===== src/rtl/muldiv_pkg.sv =====
// Shared decode constants and FSM encoding for the i16 mul/div execute unit.
// Imported by the control unit and by the execute unit.
package muldiv_pkg;

    localparam int DEF_WIDTH = 16;
    localparam int DEF_IMM_W = 5;

    localparam logic ALU_MUL = 1'b0;
    localparam logic ALU_DIV = 1'b1;

    typedef enum logic [1:0] {
        IDLE,
        MUL,
        DIV,
        DONE
    } state_t;

endpackage


===== src/rtl/muldiv_iter_step.sv =====
// One combinational iteration: shift-add multiply or restoring divide.
// acc is the product / partial remainder, a the multiplicand / dividend-quotient.
module muldiv_iter_step
    import muldiv_pkg::*;
#(
    parameter int WIDTH = DEF_WIDTH
) (
    input  logic             op,
    input  logic [WIDTH-1:0] acc,
    input  logic [WIDTH-1:0] a,
    input  logic [WIDTH-1:0] b,
    output logic [WIDTH-1:0] acc_n,
    output logic [WIDTH-1:0] a_n,
    output logic [WIDTH-1:0] b_n
);

    logic [WIDTH:0] sh;
    logic [WIDTH:0] diff;

    assign sh   = {acc, a[WIDTH-1]};
    assign diff = sh - {1'b0, b};

    always_comb begin
        acc_n = acc;
        a_n   = a;
        b_n   = b;
        unique case (op)
            ALU_MUL: begin
                acc_n = acc + (b[0] ? a : '0);
                a_n   = a << 1;
                b_n   = b >> 1;
            end
            ALU_DIV: begin
                // negative trial difference means restore
                acc_n = diff[WIDTH] ? sh[WIDTH-1:0] : diff[WIDTH-1:0];
                a_n   = {a[WIDTH-2:0], ~diff[WIDTH]};
            end
            default: ;
        endcase
    end

endmodule


===== src/rtl/muldiv_execute_unit.sv =====
// Iterative MUL/DIV plus LUI execute unit between decode and writeback.
// Valid/ready handshake on both sides; one instruction in flight.
module muldiv_execute_unit
    import muldiv_pkg::*;
#(
    parameter int WIDTH = DEF_WIDTH,
    parameter int IMM_W = DEF_IMM_W,
    parameter int CNT_W = 5
) (
    input  logic             clk,
    input  logic             rst,
    input  logic             in_valid,
    output logic             in_ready,
    input  logic             LoadUpperImmediate,
    input  logic             ALUOpcode,
    input  logic             UseImmediate,
    input  logic [WIDTH-1:0] rs_data,
    input  logic [WIDTH-1:0] rt_data,
    input  logic [IMM_W-1:0] imm,
    output logic             out_valid,
    input  logic             out_ready,
    output logic [WIDTH-1:0] result,
    output logic             div_by_zero
);

    state_t           state, state_n;
    logic [CNT_W-1:0] cnt;
    logic [WIDTH-1:0] acc, opa, opb;
    logic [WIDTH-1:0] acc_n, opa_n, opb_n;
    logic [WIDTH-1:0] opb_in, lui_val, res_q;
    logic             dbz_q, accept, last, zdiv, busy;

    assign opb_in  = UseImmediate ? {{(WIDTH-IMM_W){1'b0}}, imm} : rt_data;
    assign lui_val = {imm, {(WIDTH-IMM_W){1'b0}}};
    assign zdiv    = (ALUOpcode == ALU_DIV) && (opb_in == '0);
    assign accept  = in_valid & in_ready;
    assign last    = cnt == CNT_W'(1);
    assign busy    = (state == MUL) || (state == DIV);

    assign in_ready    = state == IDLE;
    assign out_valid   = state == DONE;
    assign result      = res_q;
    assign div_by_zero = dbz_q;

    muldiv_iter_step #(
        .WIDTH(WIDTH)
    ) u_step (
        .op   (state == DIV),
        .acc  (acc),
        .a    (opa),
        .b    (opb),
        .acc_n(acc_n),
        .a_n  (opa_n),
        .b_n  (opb_n)
    );

    always_comb begin
        state_n = state;
        unique case (state)
            IDLE: begin
                if (accept) begin
                    if (LoadUpperImmediate)      state_n = DONE;
                    else if (zdiv)               state_n = DONE;
                    else if (ALUOpcode == ALU_DIV) state_n = DIV;
                    else                         state_n = MUL;
                end
            end
            MUL, DIV: if (last) state_n = DONE;
            DONE:     if (out_ready) state_n = IDLE;
            default:  state_n = IDLE;
        endcase
    end

    always_ff @(posedge clk) begin
        if (rst) begin
            state <= IDLE;
            cnt   <= '0;
            acc   <= '0;
            opa   <= '0;
            opb   <= '0;
            res_q <= '0;
            dbz_q <= 1'b0;
        end else begin
            state <= state_n;
            if (accept) begin
                cnt   <= CNT_W'(WIDTH);
                acc   <= '0;
                opa   <= rs_data;
                opb   <= opb_in;
                dbz_q <= !LoadUpperImmediate && zdiv;
                if (LoadUpperImmediate) res_q <= lui_val;
                else if (zdiv)          res_q <= '1;
            end else if (busy) begin
                cnt <= cnt - CNT_W'(1);
                acc <= acc_n;
                opa <= opa_n;
                opb <= opb_n;
                // quotient ends in opa, product in acc
                if (last) res_q <= (state == DIV) ? opa_n : acc_n;
            end
        end
    end

endmodule

===== config.mk =====
export PLATFORM = sky130hd
export DESIGN_NAME = muldiv_execute_unit
export DESIGN_NICKNAME = d
export VERILOG_FILES = /design/src/rtl/muldiv_pkg.sv /design/src/rtl/muldiv_iter_step.sv /design/src/rtl/muldiv_execute_unit.sv
export SDC_FILE = /design/constraint.sdc
export NUM_CORES = 1
export LEC_CHECK = 0
export ABC_AREA = 1
export CAP_MARGIN = 20
export CORE_MARGIN = 2
export CORE_UTILIZATION = 50
export DETAILED_ROUTE_END_ITERATION = 16
export GPL_TIMING_DRIVEN = 0
export PLACE_DENSITY = 0.71
export SYNTH_ARGS = -nofsm -noshare
export SYNTH_HDL_FRONTEND = slang
export SYNTH_HIERARCHICAL = 1
export SYNTH_SLANG_ARGS = --single-unit

===== constraint.sdc =====
create_clock -name clk -period 3.2 [get_ports clk]
set_input_delay 0.64 -clock clk [delete_from_list [all_inputs] [get_ports clk]]
set_output_delay 0.64 -clock clk [all_outputs]
set_load 0.1 [all_outputs]

==> flow_summary.yaml <==
worst_setup_path:
  cp.arrival_ps: 3160
  critPathMaxStageDelay_ps: 400
  crit_fanout: 9
  crit_chain: "inv_1, ha_1, fa_1, inv_1, nand2_1, nand2_2, nand3_1, nand2_2, nand2_2, nand2_4, nand2_4, nand2_4, nand2_1, nand3_1, nand2_1, nor2_1, nor2_1, a21oi_1, nand3_1, nand2_1, nor2_1"
  critPathSlowestCell: "fa_1"
  critPathCaptureType: "flop"
  critPathTopFamily: "simple AND/OR/NAND/NOR gates"
  required_ps: 3440
  crit_top_cell: "nand2_1"
  setup.worst_path.class: "reg2reg"
  cp-start-kind: "flop"
  critPathBufInv: 2
clock_tree:
  cts_setup_buffers: 0
  cts_made_buffers: 9
  clk-insertion-delay-late_ps: 350
  htree_levels: 3
  clock-sinks: 72
  root_buffer: "clkbuf_16"
  cts_buffer_depth: 2
  clk_pin_slew_ps: 60
  cts_tree: "yes"
global_routing:
  grt_pass1_wl_um: 29900
  grt_util_all_layers_pct: 28.8
  first_global_vias: 6087
  globalRouteOverflowTotal: 0
  antenna_found_initial: 0
  grt_max_degree: 14
power:
  leakage_nw: 3.64
  peakVddDrop_v: 0.000806
  p_per_area_mw_per_mm2: 1100
timing:
  hold_violations: 0
  setup_slack_ps: 279
  fin_hold_ws_ps: 481
  worst_pin_slew_ps: 993
  drv_slew: 0
  slew_headroom_pct: 33.6
  final.setup.tns_ps: 0
  skew_ps: 9.46
  setup_violations: 0
  period_share_pct: 91.3
  max_freq_ghz: 0.342
  period_needed_ps: 2920
drt:
  drc: 0
  drt_iter0_drc: 594
  vias: 6834
  wl_per_cell_um: 14.3
  wl_um: 18600
  drtPass1Iterations: 5
  antenna_left: 0
  viasPerCell: 5.27
placement:
  port_buffers: 62
  dpl-instance-area_mm2: 0.00706
  post-place-ws_ps: 97.4
  dpl.hpwl_um: 15000
  gp_congestion: 0.934
floorplanning:
  fp.dieH_um: 116
  core_area_mm2: 0.0121
  io_pins: 63
  initial_core_util_pct: 51.6
  std_cell_rows: 40
  chipWidth_um: 116
  die_area_mm2: 0.0134
final_layout:
  final_area_mm2: 0.00737
  fin_nets: 1208
  fillers: 1247
  drive_gt1_share_pct: 6.64
  syn_to_final_growth_pct: 18.4
  antenna-diode-count: 0
job:
  maxCapViolCount: 0
synthesis:
  synth_flop_cell: "dfxtp_1"
  async_reset_ff_share_pct: 0
  syn_area_mm2: 0.00623
  synth_cells: 1052
  ys_seq_area_share_pct: 23.1
  synth_edf_count: 0
  syn_nets: 1135
  synth_cell_types: 37
  yosysWarnings: 6
  syn_area_per_cell_um2: 5.92
  ys_ff_latch: 72
outcome:
  status: "complete, no violations"
min_path:
  worstHoldPathType: "reg2reg"
-- metrics by stage --
stage	utilization, %	cells	power [mW]
after floorplan	-	1052	5.62
after global placement	58.5	1282	6.89
after detailed placement	58.5	1282	6.94
after CTS	61.0	1298	8.01
after global routing	61.1	1298	8.82
final	61.1	1298	8.08
-- cells in the final DEF, fill, tap and decap left out, drive strengths merged --
| cell type | synthesis | final |
|---|---|---|
| a21o | 3 | 3 |
| nand3 | 125 | 125 |
| nand3b | 9 | 9 |
| ha | 37 | 37 |
| fa | 2 | 2 |
| xor2 | 8 | 8 |
| clkdlybuf4s50 | 0 | 62 |
| xnor2 | 3 | 3 |
| nor2 | 82 | 82 |
| nor3 | 1 | 1 |
| o22ai | 1 | 1 |
| nand4 | 4 | 4 |
| and2 | 3 | 3 |
| a21oi | 112 | 112 |
| or2 | 5 | 5 |
| nand2 | 332 | 332 |
| o21bai | 1 | 1 |
| bufinv | 0 | 1 |
| o21a | 2 | 2 |
| o31ai | 5 | 5 |
| clkinvlp | 0 | 1 |
| and3 | 2 | 2 |
| clkinv | 1 | 4 |
| inv | 124 | 125 |
| dfxtp | 72 | 72 |
| o21ai | 57 | 57 |
| buf | 29 | 29 |
| clkbuf | 32 | 42 |
-- synth_stat cells, types with 2 or more instances --
master / n / area (um^2)
a21o_1: 3 / 22.5
a21oi_1: 111 / 556
and2_1: 3 / 18.8
and3_1: 2 / 12.5
buf_1: 4 / 15.0
buf_2: 4 / 20.0
buf_4: 17 / 128
buf_6: 4 / 45.0
clkbuf_1: 30 / 113
clkbuf_4: 2 / 15.0
dfxtp_1: 72 / 1440
fa_1: 2 / 40.0
ha_1: 37 / 463
inv_1: 123 / 462
nand2_1: 318 / 1190
nand2_2: 8 / 50.1
nand2_4: 6 / 67.6
nand3_1: 122 / 611
nand3_2: 3 / 30.0
nand3b_1: 9 / 67.6
nand4_1: 4 / 25.0
nor2_1: 77 / 289
nor2_2: 4 / 25.0
o21a_1: 2 / 15.0
o21ai_0: 56 / 280
o31ai_1: 5 / 37.5
or2_2: 5 / 31.3
xnor2_1: 3 / 26.3
xor2_1: 8 / 70.1
-- flip-flops by register name, indices dropped and copies added (netlist names) --
register     cells
div_by_zero      1
cnt              5
state            2
acc             16
result          16
opa             16
opb             16
-- final cells by class --
type,instances,area (um^2),area share [%]
plain buffers,61,338,4.58
clock buffers,10,229,3.10
clock inverters,6,68.8,0.933
inverters,125,469,6.36
multi-input cells,794,4000,54.2
flip-flops and latches,72,1440,19.5
well taps,168,210,2.85
repair buffers,62,621,8.42
-- what timing repair did --
action / CTS / global route
gates resized for setup: 0 / 7
setup endpoints to repair: 0 / 11
hold buffers: 0 / 0
-- worst reg2reg max path, stage by stage, from the launching register on --
cell and delay (ps):
dfxtp_1 360, inv_1 70, ha_1 220, fa_1 400, inv_1 70, nand2_1 70
nand2_2 110, nand3_1 120, nand2_2 100, nand2_2 100, nand2_4 100, nand2_4 100
nand2_4 130, nand2_1 70, nand3_1 80, nand2_1 130, nor2_1 150, nor2_1 80
a21oi_1 120, nand3_1 90, nand2_1 70, nor2_1 50
-- path summary, 6_finish.rpt --
check | slack, ps | depth (start not counted) | from | endpoint
hold / removal | 480 | 2 | result[7]$_SDFFE_PP0P_ | result[7]$_SDFFE_PP0P_
setup / recovery | 280 | 21 | opa[15]$_SDFFE_PP0P_ | result[10]$_SDFFE_PP0P_
hold reg to reg | 480 | 2 | result[7]$_SDFFE_PP0P_ | result[7]$_SDFFE_PP0P_
setup reg to reg | 280 | 21 | opa[15]$_SDFFE_PP0P_ | result[10]$_SDFFE_PP0P_
-- cells by family after synthesis --
family                     share of synthesized area, %
and+or+nand+nor                                    39.1
buffers and inverters                              12.9
AOI/OAI and AO/OA                                  15.2
DFF                                                23.1
adders and majority gates                          8.08
xor gates and xnor gates                           1.55
-- power by group --
part	internal (mW)	switching, mW	total (mW)
Sequential	1.16	0.216	1.37
Combinational	1.79	3.89	5.68
Clock	0.608	0.421	1.03
Total	3.56	4.52	8.08
-- layer usage --
| layer | share of wire (%) | global-route usage, % |
|---|---|---|
| met1 | 46 | 39.5 |
| met2 | 45 | 45.9 |
| met3 | 6.6 | 5.44 |
| met4 | 2.3 | 9.37 |
| met5 | 0 | 0 |
(Power assumes the default switching activity.)
